## src/rtl/serial_loader.sv

```systemverilog
// serial_loader: loads Hack instruction memory from a chip-select-framed serial stream,
// assembling 16-bit words through an external shift register and holding the CPU in reset per frame.
module serial_loader #(
    parameter int ADDR_W = 15
) (
    input  logic              clk,
    input  logic              resetb,
    input  logic              sck_i,
    input  logic              sdi_i,
    input  logic              cs_n_i,
    output logic              shift_in_o,
    output logic              shift_en_o,
    input  logic [15:0]       shift_word_i,
    output logic [ADDR_W-1:0] mem_addr_o,
    output logic [15:0]       mem_data_o,
    output logic              mem_we_o,
    input  logic              mem_ack_i,
    output logic              cpu_hold_o,
    output logic              done_o,
    output logic [ADDR_W:0]   word_cnt_o,
    output logic              frame_err_o,
    output logic              overrun_o,
    output logic              addr_ovf_o
);
    typedef enum logic [2:0] {IDLE, RECV, WAIT_SR, WRITE, DONE} state_t;

    localparam logic [ADDR_W:0] FULL = {1'b1, {ADDR_W{1'b0}}};

    state_t            state_q, state_d;
    logic [2:0]        sck_q, sdi_q, cs_q;
    logic              sck_rise_q, cs_rise_q, cs_fall_q;
    logic [3:0]        bit_cnt_q, bit_cnt_d;
    logic [ADDR_W-1:0] addr_q, addr_d;
    logic [15:0]       data_q, data_d;
    logic [ADDR_W:0]   cnt_q, cnt_d;
    logic              frame_err_q, frame_err_d;
    logic              overrun_q, overrun_d;
    logic              addr_ovf_q, addr_ovf_d;
    logic              cs_pend_q, cs_pend_d;
    logic              shift_en;
    logic              cs_pend;

    // Two synchroniser stages, a third copy for edge detection, then a registered edge strobe.
    // sdi runs through the same depth so it lines up with the sck edge strobe.
    always_ff @(posedge clk or negedge resetb) begin
        if (!resetb) begin
            sck_q      <= '0;
            sdi_q      <= '0;
            cs_q       <= '1;
            sck_rise_q <= 1'b0;
            cs_rise_q  <= 1'b0;
            cs_fall_q  <= 1'b0;
        end else begin
            sck_q      <= {sck_q[1:0], sck_i};
            sdi_q      <= {sdi_q[1:0], sdi_i};
            cs_q       <= {cs_q[1:0], cs_n_i};
            sck_rise_q <= sck_q[1] & ~sck_q[2];
            cs_rise_q  <= cs_q[1] & ~cs_q[2];
            cs_fall_q  <= ~cs_q[1] & cs_q[2];
        end
    end

    always_ff @(posedge clk or negedge resetb) begin
        if (!resetb) begin
            state_q     <= IDLE;
            bit_cnt_q   <= '0;
            addr_q      <= '0;
            data_q      <= '0;
            cnt_q       <= '0;
            frame_err_q <= 1'b0;
            overrun_q   <= 1'b0;
            addr_ovf_q  <= 1'b0;
            cs_pend_q   <= 1'b0;
        end else begin
            state_q     <= state_d;
            bit_cnt_q   <= bit_cnt_d;
            addr_q      <= addr_d;
            data_q      <= data_d;
            cnt_q       <= cnt_d;
            frame_err_q <= frame_err_d;
            overrun_q   <= overrun_d;
            addr_ovf_q  <= addr_ovf_d;
            cs_pend_q   <= cs_pend_d;
        end
    end

    assign cs_pend = cs_pend_q | cs_rise_q;

    always_comb begin
        state_d     = state_q;
        bit_cnt_d   = bit_cnt_q;
        addr_d      = addr_q;
        data_d      = data_q;
        cnt_d       = cnt_q;
        frame_err_d = frame_err_q;
        overrun_d   = overrun_q;
        addr_ovf_d  = addr_ovf_q;
        cs_pend_d   = cs_pend_q;
        shift_en    = 1'b0;
        case (state_q)
            IDLE: begin
                cs_pend_d = 1'b0;
                if (cs_fall_q) begin
                    state_d     = RECV;
                    bit_cnt_d   = '0;
                    addr_d      = '0;
                    cnt_d       = '0;
                    frame_err_d = 1'b0;
                    overrun_d   = 1'b0;
                    addr_ovf_d  = 1'b0;
                end
            end
            RECV: begin
                if (cs_rise_q) begin
                    frame_err_d = frame_err_q | (bit_cnt_q != 4'd0);
                    state_d     = DONE;
                end else if (sck_rise_q) begin
                    shift_en  = 1'b1;
                    bit_cnt_d = bit_cnt_q + 4'd1;
                    state_d   = (bit_cnt_q == 4'd15) ? WAIT_SR : RECV;
                end
            end
            WAIT_SR: begin
                data_d    = shift_word_i;
                overrun_d = overrun_q | sck_rise_q;
                cs_pend_d = cs_pend;
                if (cnt_q == FULL) begin
                    addr_ovf_d = 1'b1;
                    state_d    = cs_pend ? DONE : RECV;
                end else begin
                    state_d = WRITE;
                end
            end
            WRITE: begin
                overrun_d = overrun_q | sck_rise_q;
                cs_pend_d = cs_pend;
                if (mem_ack_i) begin
                    addr_d  = addr_q + ADDR_W'(1);
                    cnt_d   = cnt_q + (ADDR_W+1)'(1);
                    state_d = cs_pend ? DONE : RECV;
                end
            end
            DONE:    state_d = IDLE;
            default: state_d = IDLE;
        endcase
    end

    assign shift_en_o  = shift_en;
    assign shift_in_o  = shift_en & sdi_q[2];
    assign mem_addr_o  = addr_q;
    assign mem_data_o  = data_q;
    assign mem_we_o    = state_q == WRITE;
    assign cpu_hold_o  = state_q inside {RECV, WAIT_SR, WRITE};
    assign done_o      = state_q == DONE;
    assign word_cnt_o  = cnt_q;
    assign frame_err_o = frame_err_q;
    assign overrun_o   = overrun_q;
    assign addr_ovf_o  = addr_ovf_q;
endmodule

```

## config.mk

```make
export PLATFORM = sky130hd
export DESIGN_NAME = serial_loader
export DESIGN_NICKNAME = d
export VERILOG_FILES = /design/src/rtl/serial_loader.sv
export SDC_FILE = /design/constraint.sdc
export NUM_CORES = 1
export LEC_CHECK = 0
export ABC_CLOCK_PERIOD_IN_PS = 2160
export CAP_MARGIN = 40
export CELL_PAD_IN_SITES_DETAIL_PLACEMENT = 1
export CELL_PAD_IN_SITES_GLOBAL_PLACEMENT = 1
export CORE_MARGIN = 2
export CORE_UTILIZATION = 35
export CTS_CLUSTER_SIZE = 25
export DETAILED_ROUTE_END_ITERATION = 6
export PLACE_DENSITY = 0.72
export SYNTH_ARGS = -nofsm -noshare
export SYNTH_HDL_FRONTEND = slang
export SYNTH_SLANG_ARGS = --single-unit
```

## constraint.sdc

```tcl
create_clock -name clk -period 2.16 [get_ports clk]
set_clock_uncertainty 0.15 [all_clocks]
set_input_delay 0.648 -clock clk [delete_from_list [all_inputs] [get_ports clk]]
set_output_delay 0.648 -clock clk [all_outputs]
set_load 0.1 [all_outputs]
```

Word-level counts from Yosys, hierarchy flattened
Index checks and enable logic that the tools add are counted.
Widths: inputs -> output; s select.
- register bits: 70
- latch bits: 0
- memory bits (writable): 0
- ROM bits: 0
- input port bits: 22
- output and inout port bits: 55
- word-level logic and storage cells: 83
- memories kept: 0
- add/subtract/negate cells: 3
- multiply operators: 0
- div/mod/pow operators: 0
- order comparisons: 0
- eq/ne operators: 13
- shifts and indexed selects: 0
- muxes and demuxes: 28
- bitwise operators: 10
- reduce and logical (&&, ||, !) cells: 14
- operators with widths (kind ; count):
    $mux 16 ; 2
    $pmux 16 s2 ; 1
    $mux 15 ; 2
    $pmux 15 s2 ; 1
    $mux 3 ; 6
    $add 16x1->16 const B ; 1
    $eq 16x16->1 const B ; 1
    $add 15x1->15 const B ; 1
    $mux 4 ; 3
    $pmux 3 s4 ; 1
    $reduce_and 3->1 ; 4
    $ne 2x2->1 const B ; 5
    $pmux 1 s2 ; 4
    $pmux 4 s2 ; 1
    $reduce_bool 2->1 ; 4
    $eq 3x2->1 const B ; 2
    $mux 1 ; 6
    $add 4x1->4 const B ; 1
    $and 1x1->1 ; 4
    $eq 4x4->1 const B ; 1
    $reduce_and 4->1 ; 1
    $reduce_bool 4->1 ; 1
    $eq 3x1->1 const B ; 1
    $eq 3x3->1 const B ; 1
    other kinds (9) ; 13

Longest topological paths before layout
Gate-level depths: netlist (run 1).
- depth after elaboration: 5
- gate-level depth with buffers: 7
- depth with buffers taken out: 6

Least setup slack after synthesis (run 1)
Ideal clock, no wire load.
- path type: register to output
- start point: register state_q[1]
- end point: output port cpu_hold_o
- arrival: 2.059 ns
- required time: 1.362 ns
- path slack: -0.697 ns
- cell stages (with the launch flop): 5
- path buffers: 2
- cells stage by stage: dfrtp_1 buf_2 clkbuf_1 nor2_1 nor2_1
- longest elaborated chain between the ends: 2
- elaborated cells between the ends (all ways): 4
- classes of those cells: 3 x eq/ne; 1 x reduce/logical
- RTL lines (item ; RTL line ; source):
    start: declaration ; 29 ; state_t state_q, state_d;
    start signal: assignment ; 75 ; state_q <= state_d;
    $eq 3x1->1 / $eq 3x2->1 (equally long branches) ; 153 ; assign cpu_hold_o = state_q inside {RECV, WAIT_SR, WRITE};
    $reduce_bool 3->1 * ; 153 ;
    end: declaration ; 18 ; output logic cpu_hold_o,
Mark *: on every way between the ends. The rest lies on a longest branch, timed or not.

Final worst setup path (run 1)
- start point: register state_q[0]
- end point: output port done_o
- longest elaborated chain between the ends: 1
- RTL lines (item ; RTL line ; source):
    $eq 3x3->1 ; 154 ; assign done_o = state_q == DONE;
    end: declaration ; 19 ; output logic done_o,
No other way between the ends.

==> flow_summary.html, run 1 <==
<table>
<tr><th>Metric</th><th>Value</th></tr>
<tr><th colspan="2">Synth</th></tr>
<tr><td>Count of cell types in the netlist</td><td>50</td></tr>
<tr><td>Synth area leader</td><td>dfrtp_1</td></tr>
<tr><td>Async set-reset flop share out of synthesis</td><td>100%</td></tr>
<tr><td>Synthesized flop and latch total</td><td>70</td></tr>
<tr><td>Top cells by area, synth</td><td>dfrtp_1 (52%), mux2_1 (5.5%), nor2_1 (2.9%)</td></tr>
<tr><td>Yosys warns</td><td>0</td></tr>
<tr><td>Gate count after technology mapping</td><td>just under 300</td></tr>
<tr><td>Syn_nets</td><td>about 320</td></tr>
<tr><td>Average cell area after synthesis</td><td>between 10 and 15 um2</td></tr>
<tr><td>Number of synthesized flops with an enable pin</td><td>0</td></tr>
<tr><td>Yosys top cell area share</td><td>51.6%</td></tr>
<tr><td>Sequential cell area fraction in the yosys report</td><td>between 50% and 60%</td></tr>
<tr><td>Prevailing post-synth register cell</td><td>dfrtp_1</td></tr>
<tr><td>Post-Synthesis Cell Area</td><td>3250 um2</td></tr>
<tr><th colspan="2">Route</th></tr>
<tr><td>Number of detailed-routing iterations run before antenna repair</td><td>4</td></tr>
<tr><td>Initial detailed-routing violation count</td><td>65</td></tr>
<tr><td>Antenna-violating nets left</td><td>0</td></tr>
<tr><td>Vias per cell</td><td>5.39</td></tr>
<tr><td>Total detailed-routing wirelength</td><td>9.33 mm</td></tr>
<tr><td>Overall via count from detail_route</td><td>around 2800</td></tr>
<tr><td>Post-DR wirelength/cell</td><td>approximately 18 um</td></tr>
<tr><td>DRC Markers</td><td>0</td></tr>
<tr><th colspan="2">Power and ir drop</th></tr>
<tr><td>Worst vdd rail ir drop</td><td>0.724 mV</td></tr>
<tr><td>Final Power</td><td>0.00490 W</td></tr>
<tr><td>Static leakage</td><td>about 2.2 nW</td></tr>
<tr><td>Power density over cell area</td><td>911 nW/um2</td></tr>
<tr><th colspan="2">Floorplan</th></tr>
<tr><td>Die span in x</td><td>between 100 and 150 um</td></tr>
<tr><td>Starting utilization of the core area</td><td>approximately 36%</td></tr>
<tr><td>Core Area</td><td>approximately 9100 um2</td></tr>
<tr><td>Chip Height</td><td>~100 um</td></tr>
<tr><td>Site Rows</td><td>35</td></tr>
<tr><td>Area of the die</td><td>10100 um2</td></tr>
<tr><td>Number of top-level design ports</td><td>77</td></tr>
<tr><th colspan="2">Clock network</th></tr>
<tr><td>Clock transition at the registers of the reported paths</td><td>0.07 ns</td></tr>
<tr><td>Hold buffer count at CTS</td><td>0</td></tr>
<tr><td>Clock network latency to the later pin of the worst-skew pair</td><td>roughly 0.34 ns</td></tr>
<tr><td>Cell at the root of the clock tree</td><td>clkbuf_8</td></tr>
<tr><td>Clock buffer count from CTS</td><td>9</td></tr>
<tr><td>CTS max path bufs</td><td>2</td></tr>
<tr><td>Clock tree from TritonCTS</td><td>yes</td></tr>
<tr><td># H-tree levels</td><td>3</td></tr>
<tr><td>Clk sink count</td><td>70</td></tr>
<tr><th colspan="2">Flow run</th></tr>
<tr><td>Max-cap violations</td><td>0</td></tr>
<tr><th colspan="2">Global routing</th></tr>
<tr><td>GR Util All Layers</td><td>a little under a fifth</td></tr>
<tr><td>Wire length of the first global-routing pass</td><td>approximately 15 mm</td></tr>
<tr><td>Remaining global-route overflow</td><td>0</td></tr>
<tr><td>Pin count of the biggest net entering global routing</td><td>47</td></tr>
<tr><td>Number of global-route vias before repair</td><td>between 3000 and 4000</td></tr>
<tr><td>Antenna violations before repair</td><td>0</td></tr>
<tr><th colspan="2">Worst setup path</th></tr>
<tr><td>Slowest-stage cell, CP</td><td>dfrtp_2</td></tr>
<tr><td>Maximum net fanout on the critical path</td><td>5</td></tr>
<tr><td>Kind of capture point of the worst setup path</td><td>output pin</td></tr>
<tr><td>Longest individual stage delay on the worst path</td><td>roughly 0.44 ns</td></tr>
<tr><td>Endpoint arrival time on the critical path</td><td>1.54 ns</td></tr>
<tr><td>Startpoint kind of the worst setup timing path</td><td>register</td></tr>
<tr><td>Req. time, crit path</td><td>1.36 ns</td></tr>
<tr><td>Ordered list of cells on the worst path</td><td>buf_4 &gt; nor2_2 &gt; and2_2 &gt; buf_12</td></tr>
<tr><td>Category of the critical setup timing path</td><td>register to output pin</td></tr>
<tr><th colspan="2">STA</th></tr>
<tr><td>Crit share post-route</td><td>108%</td></tr>
<tr><td>Max Clk Rate</td><td>around 430 MHz</td></tr>
<tr><td>Slew HR</td><td>between 70% and 80%</td></tr>
<tr><td>Fin worst setup slack</td><td>-0.176 ns</td></tr>
<tr><td>Minimum clock period after layout</td><td>2.34 ns</td></tr>
<tr><td>Final setup violating endpoints</td><td>8</td></tr>
<tr><td>Tightest Pin Transition</td><td>roughly 0.4 ns</td></tr>
<tr><td>Unrepaired setup endpoints after global routing</td><td>yes</td></tr>
<tr><td>Number of failing hold endpoints at the final stage</td><td>0</td></tr>
<tr><td>Final count of pins violating max slew</td><td>0</td></tr>
<tr><th colspan="2">Placed design</th></tr>
<tr><td>I/O Buffers</td><td>between 70 and 80</td></tr>
<tr><td>HPWL reported at the end of detailed placement</td><td>about 6.5 mm</td></tr>
<tr><td>Placer congestion estimate</td><td>0.744</td></tr>
<tr><td>Placed Instance Area</td><td>between 4000 and 5000 um2</td></tr>
<tr><th colspan="2">Cells and area</th></tr>
<tr><td>Layout cell share with drive strength beyond 1</td><td>between 40% and 50%</td></tr>
<tr><td>Number of diodes</td><td>0</td></tr>
<tr><td>Area grow syn2layout</td><td>65.6%</td></tr>
<tr><td>Number of nets in the layout</td><td>between 400 and 500</td></tr>
<tr><td>Final Cell Area</td><td>between 5000 and 6000 um2</td></tr>
<tr><th colspan="2">Outcome</th></tr>
<tr><td>Outcome</td><td>finished with violations</td></tr>
<tr><td>Failing checks</td><td>negative setup slack</td></tr>
<tr><th colspan="2">Hold path</th></tr>
<tr><td>Classification of the worst-slack hold path</td><td>primary input to async pin</td></tr>
</table>
[per-stage QoR]
stage	hold slack [ns]	setup slack (ns)	TNS, ns	utilization [%]	std cells
3_3_place_gp	0.184	-0.360	-6.24	54.5	496
4_1_cts	0.128	-0.169	-0.818	57.5	517
5_1_grt	0.135	-0.245	-1.70	59.1	523
6_report	0.128	-0.176	-0.653	59.1	523
3_5_place_dp	0.196	-0.415	-7.81	54.5	496
2_1_floorplan	0.181	-0.0740	-0.0987	-	296
[placed cells by master (no fill, tap or decap), drive strengths merged, types with 7 or more instances in the layout]
master | Yosys | final
xnor2 | 9 | 9
o21ai | 17 | 17
buf | 10 | 95
a21oi | 12 | 12
nand3 | 9 | 9
clkbuf | 4 | 13
inv | 10 | 10
nand2 | 18 | 18
dfrtp | 67 | 67
nand4 | 8 | 8
xor2 | 7 | 7
nor2 | 25 | 25
or4 | 8 | 8
mux2 | 17 | 17
clkdlybuf4s50 | 0 | 19
[cell usage after synthesis, drive strengths merged (2+ instances only)]
master,number
o2111ai,2
nor2,25
mux2,17
ha,5
a2111oi,4
a211oi,3
nand2,18
inv,10
xnor2,9
nand3,9
dfstp,3
dfrtp,67
nor4b,5
buf,10
and3,4
xor2,7
or4,8
o31ai,5
nor2b,6
o21ai,17
or3,6
nor4,3
a21oi,12
clkbuf,4
and2,4
a22o,3
nor3,2
o211ai,6
nand4,8
[metal layers]
layer / track usage, % / routed length, um
met1: 23.9 / 3950
met2: 32.1 / 4850
met3: 4.74 / 391
met4: 6.64 / 133
met5: 0 / 0
[cell families after synthesis]
logic type / synth area share [%]
xor gates and xnor gates: 4.31
buffers and inverters: 3.23
muxes: 6.20
adders and majority gates: 1.93
and+or+nand+nor: 18.2
AOI/OAI and AO/OA: 12.1
DFF: 54.0
[final cells by class]
cell class,count,area (um2)
clock buffers,13,149
clock inverters,2,10.0
multi-input cells,202,1570
flip-flops and latches,70,1790
inverters,10,37.5
well taps,111,139
fillers,962,3730
repair buffers,115,1680
[state kept, by name, summed over array words and instances, names as in the netlist]
register / count
addr_ovf_o: 1
bit_cnt_q: 4
cs_fall_q: 1
cs_pend_q: 1
cs_q: 3
cs_rise_q: 1
frame_err_o: 1
mem_addr_o: 15
mem_data_o: 16
overrun_o: 1
sck_q: 3
sck_rise_q: 1
sdi_q: 3
state_q: 3
word_cnt_o: 16
[worst max-delay path: cells and delay by family (launching register included)]
| family | cells | cell delay [ns] |
|---|---|---|
| buffers and inverters | 2 | 0.33 |
| DFF | 1 | 0.44 |
| and+or+nand+nor | 2 | 0.42 |
[final timing paths]
path                                        start                         end  slack [ns]  cells past startpoint
min reg2reg                     cs_q[0]$_DFF_PN1_           cs_q[1]$_DFF_PN1_        0.21                      0
min                                        resetb   mem_addr_o[3]$_DFFE_PN0P_        0.13                      2
max in group asynchronous                  resetb           cs_q[2]$_DFF_PN1_        1.40                      2
max reg2reg                state_q[1]$_DFFE_PN0P_  word_cnt_o[14]$_DFFE_PN0P_       -0.03                      5
min in group clk                cs_q[0]$_DFF_PN1_           cs_q[1]$_DFF_PN1_        0.21                      0
max                        state_q[0]$_DFFE_PN0P_                      done_o       -0.18                      4
[power by group]
part	switching (W)	total [W]	internal [W]
Sequential	0.000178	0.00166	0.00148
Clock	0.000489	0.000929	0.000441
Combinational	0.00144	0.00231	0.000870
Total	0.00211	0.00490	0.00279
[repair_timing]
action	in CTS	in global routing
gates resized for setup	16	21
setup buffers	6	5
pin swaps	4	19
cloned	0	1
endpoints found under the setup margin	18	25
Power figures use the tool's default switching activity.
==> run 2, diff against run 1 <==
- RECOVER_POWER: default -> 50
==> flow_summary.html, run 2 (same netlist as run 1, synthesis figures left out) <==
<table>
<tr><th>Metric</th><th>Value</th></tr>
<tr><th colspan="2">STA</th></tr>
<tr><td>Slew HR</td><td>13.1% (-60 points)</td></tr>
<tr><td>Unrepaired setup endpoints after global routing</td><td>yes</td></tr>
<tr><td>Final sum of negative setup slack</td><td>-0.632 ns (+0.0207 ns)</td></tr>
<tr><td>Max Clk Rate</td><td>429 MHz (+0.13%)</td></tr>
<tr><td>Tightest Pin Transition</td><td>1.30 ns (+0.894 ns)</td></tr>
<tr><td>Minimum clock period after layout</td><td>2.33 ns (-0.00306 ns)</td></tr>
<tr><td>Crit share post-route</td><td>108% (-0.14 points)</td></tr>
<tr><td>Final setup violating endpoints</td><td>8 (unchanged)</td></tr>
<tr><td>Final count of pins violating max slew</td><td>0 (unchanged)</td></tr>
<tr><td>Number of failing hold endpoints at the final stage</td><td>0 (unchanged)</td></tr>
<tr><td>Fin worst setup slack</td><td>-0.173 ns (+0.00306 ns)</td></tr>
<tr><th colspan="2">Cells and area</th></tr>
<tr><td>Number of nets in the layout</td><td>435 (unchanged)</td></tr>
<tr><td>Post-route non-filler standard cell count</td><td>523 (unchanged)</td></tr>
<tr><td>Layout cell share with drive strength beyond 1</td><td>39.6% (-0.97 points)</td></tr>
<tr><td>Area grow syn2layout</td><td>64.6%</td></tr>
<tr><td>Commonest non-fill, non-tap cells in the layout</td><td>buf_12 (58), dfrtp_1 (42), buf_4 (26)</td></tr>
<tr><td>Final Core Density</td><td>58.7% (-0.36 points)</td></tr>
<tr><td>Commonest non-fill, non-tap cell in the layout</td><td>buf_12</td></tr>
<tr><td>Number of diodes</td><td>0 (unchanged)</td></tr>
<tr><th colspan="2">Route</th></tr>
<tr><td>Total detailed-routing wirelength</td><td>9.34 mm (+0.11%)</td></tr>
<tr><td>Vias per cell</td><td>5.40 (+0.14%)</td></tr>
<tr><td>Initial detailed-routing violation count</td><td>61 (-6.2%)</td></tr>
<tr><td>Number of detailed-routing iterations run before antenna repair</td><td>4 (unchanged)</td></tr>
<tr><td>Overall via count from detail_route</td><td>2822 (+0.14%)</td></tr>
<tr><td>DRC Markers</td><td>0 (unchanged)</td></tr>
<tr><td>Post-DR wirelength/cell</td><td>17.9 um (+0.11%)</td></tr>
<tr><td>Antenna-violating nets left</td><td>0 (unchanged)</td></tr>
<tr><th colspan="2">Power and ir drop</th></tr>
<tr><td>Total internal power</td><td>0.00278 W (-0.31%)</td></tr>
<tr><td>Static leakage</td><td>2.21 nW (-0.74%)</td></tr>
<tr><td>Final Power</td><td>0.00489 W (-0.28%)</td></tr>
<tr><td>Worst vdd rail ir drop</td><td>0.724 mV (about the same)</td></tr>
<tr><td>Power density over cell area</td><td>914 nW/um2 (+0.33%)</td></tr>
<tr><td>NetSw</td><td>0.00211 W (-0.22%)</td></tr>
<tr><td>Switch share</td><td>43.1% (about the same)</td></tr>
<tr><td>Share of power burned in the clock network</td><td>18.9% (about the same)</td></tr>
<tr><td>Relative contribution of combinational cells to total power</td><td>47.1% (about the same)</td></tr>
<tr><td>Seq pwr share</td><td>33.9% (about the same)</td></tr>
<tr><th colspan="2">Worst setup path</th></tr>
<tr><td>Req. time, crit path</td><td>1.36 ns (about the same)</td></tr>
<tr><td>Startpoint kind of the worst setup timing path</td><td>register</td></tr>
<tr><td>Critical path buffers and inverters</td><td>2 (unchanged)</td></tr>
<tr><td>Maximum net fanout on the critical path</td><td>5 (unchanged)</td></tr>
<tr><td>Top delay family on crit path</td><td>flip-flops</td></tr>
<tr><td>Ordered list of cells on the worst path</td><td>buf_4 &gt; nor2_2 &gt; and2_2 &gt; buf_12</td></tr>
<tr><td>Slowest-stage cell, CP</td><td>dfrtp_2</td></tr>
<tr><td>Kind of capture point of the worst setup path</td><td>output pin</td></tr>
<tr><td>Category of the critical setup timing path</td><td>register to output pin</td></tr>
<tr><td>Endpoint arrival time on the critical path</td><td>1.53 ns (about the same)</td></tr>
<tr><td>Longest individual stage delay on the worst path</td><td>0.44 ns (about the same)</td></tr>
<tr><th colspan="2">Placed design</th></tr>
<tr><td>Placer congestion estimate</td><td>0.744 (unchanged)</td></tr>
<tr><td>I/O Buffers</td><td>76 (unchanged)</td></tr>
<tr><td>Worst slack after detailed placement</td><td>-0.415 ns (unchanged)</td></tr>
<tr><td>HPWL reported at the end of detailed placement</td><td>6.45 mm (unchanged)</td></tr>
<tr><td>Instance count after placement with tap cells included</td><td>496 (unchanged)</td></tr>
<tr><th colspan="2">Floorplan</th></tr>
<tr><td>Die span in x</td><td>100 um (unchanged)</td></tr>
<tr><td>Starting utilization of the core area</td><td>35.7% (unchanged)</td></tr>
<tr><td>Site Rows</td><td>35 (unchanged)</td></tr>
<tr><td>Core Area</td><td>9110 um2 (unchanged)</td></tr>
<tr><td>Chip Height</td><td>100 um (unchanged)</td></tr>
<tr><td>Area of the die</td><td>10100 um2 (unchanged)</td></tr>
<tr><td>Number of top-level design ports</td><td>77 (unchanged)</td></tr>
<tr><th colspan="2">Clock network</th></tr>
<tr><td>Clock network latency to the later pin of the worst-skew pair</td><td>0.34 ns (about the same)</td></tr>
<tr><td>Clk sink count</td><td>70 (unchanged)</td></tr>
<tr><td>Hold buffer count at CTS</td><td>0 (unchanged)</td></tr>
<tr><td># H-tree levels</td><td>3 (unchanged)</td></tr>
<tr><td>Clock transition at the registers of the reported paths</td><td>0.07 ns (about the same)</td></tr>
<tr><td>Cell at the root of the clock tree</td><td>clkbuf_8</td></tr>
<tr><td>CTS max path bufs</td><td>2 (unchanged)</td></tr>
<tr><td>Clock buffer count from CTS</td><td>9 (unchanged)</td></tr>
<tr><td>Clock tree from TritonCTS</td><td>yes</td></tr>
<tr><th colspan="2">Global routing</th></tr>
<tr><td>Remaining global-route overflow</td><td>0 (unchanged)</td></tr>
<tr><td>GR Util All Layers</td><td>19.1% (unchanged)</td></tr>
<tr><td>Antenna violations before repair</td><td>0 (unchanged)</td></tr>
<tr><td>Pin count of the biggest net entering global routing</td><td>47 (unchanged)</td></tr>
<tr><td>Number of global-route vias before repair</td><td>3009 (unchanged)</td></tr>
<tr><td>Wire length of the first global-routing pass</td><td>15.1 mm (unchanged)</td></tr>
<tr><th colspan="2">Outcome</th></tr>
<tr><td>Outcome</td><td>finished with violations</td></tr>
<tr><td>Failing checks</td><td>negative setup slack</td></tr>
<tr><th colspan="2">Hold path</th></tr>
<tr><td>Classification of the worst-slack hold path</td><td>register to register</td></tr>
<tr><th colspan="2">Flow run</th></tr>
<tr><td>Max-cap violations</td><td>0 (unchanged)</td></tr>
</table>
-- run 2: cell types whose count changed in the layout (fill, tap and decap cells not counted) --
cell	delta
clkdlybuf4s50_1	-3
dfstp_1	+2
buf_2	-1
clkbuf_1	+2
clkbuf_2	+1
buf_12	-2
dfstp_2	-2
dlygate4sd3_1	+3
-- run 2: what timing repair did --
item	CTS	global route
setup endpoints to repair	18	25
gates cloned	0	1
resized for setup	16	21
setup buffers	6	5
pin swaps	4	19
-- run 2: cell type report --
type	instances	area (um2)
fill	967	3760
tap	111	139
inverter	10	37.5
clock inverter	2	10.0
multi-input combinational	202	1570
timing repair buffer	115	1650
clock buffer	13	149
sequential	70	1790
-- run 2: path summary, 6_finish.rpt --
kind,start,to,cells after the start,slack [ns]
setup / recovery,state_q[0]$_DFFE_PN0P_,done_o,4,-0.17
hold / removal,sck_q[0]$_DFF_PN0_,sck_q[1]$_DFF_PN0_,0,0.21
setup reg to reg,state_q[1]$_DFFE_PN0P_,word_cnt_o[14]$_DFFE_PN0P_,5,-0.03
hold reg to reg,sck_q[0]$_DFF_PN0_,sck_q[1]$_DFF_PN0_,0,0.21
max in group asynchronous,resetb,mem_addr_o[0]$_DFFE_PN0P_,2,0.39
min in group asynchronous,resetb,mem_addr_o[1]$_DFFE_PN0P_,2,0.49
-- run 2: worst register-to-register path, stage by stage, from the launching register on --
cell     delay [ns]
dfrtp_2        0.46
buf_6          0.14
or4b_4         0.56
a211o_1        0.34
or4_1          0.40
nand2_1        0.08
-- run 2: through the flow --
step | hold WS (ns) | instance area (um2)
floorplan | 0.181 | 3320
global placement | 0.184 | 4960
detailed placement | 0.196 | 4960
CTS | 0.128 | 5230
global route | 0.222 | 5350
finish | 0.211 | 5350
-- run 2: power groups by stage --
stage               Sequential [W]  Clock (W)  Combinational (W)
global route               0.00168    0.00102            0.00240
global placement           0.00169          0            0.00218
floorplan                  0.00251          0           0.000447
CTS                        0.00166   0.000949            0.00228
finish                     0.00166   0.000926            0.00230
detailed placement         0.00171          0            0.00222
-- run 2: routing by layer --
metal  part of all wire [%]  routed length, um  up-vias  GRT usage [%]
met1                     42               3900     1459           23.9
li1                       -                  -     1296              -
met5                      0                  0        -              0
met2                     52               4890       56           32.1
met3                    4.5                420       11           4.74
met4                    1.4                133        0           6.64
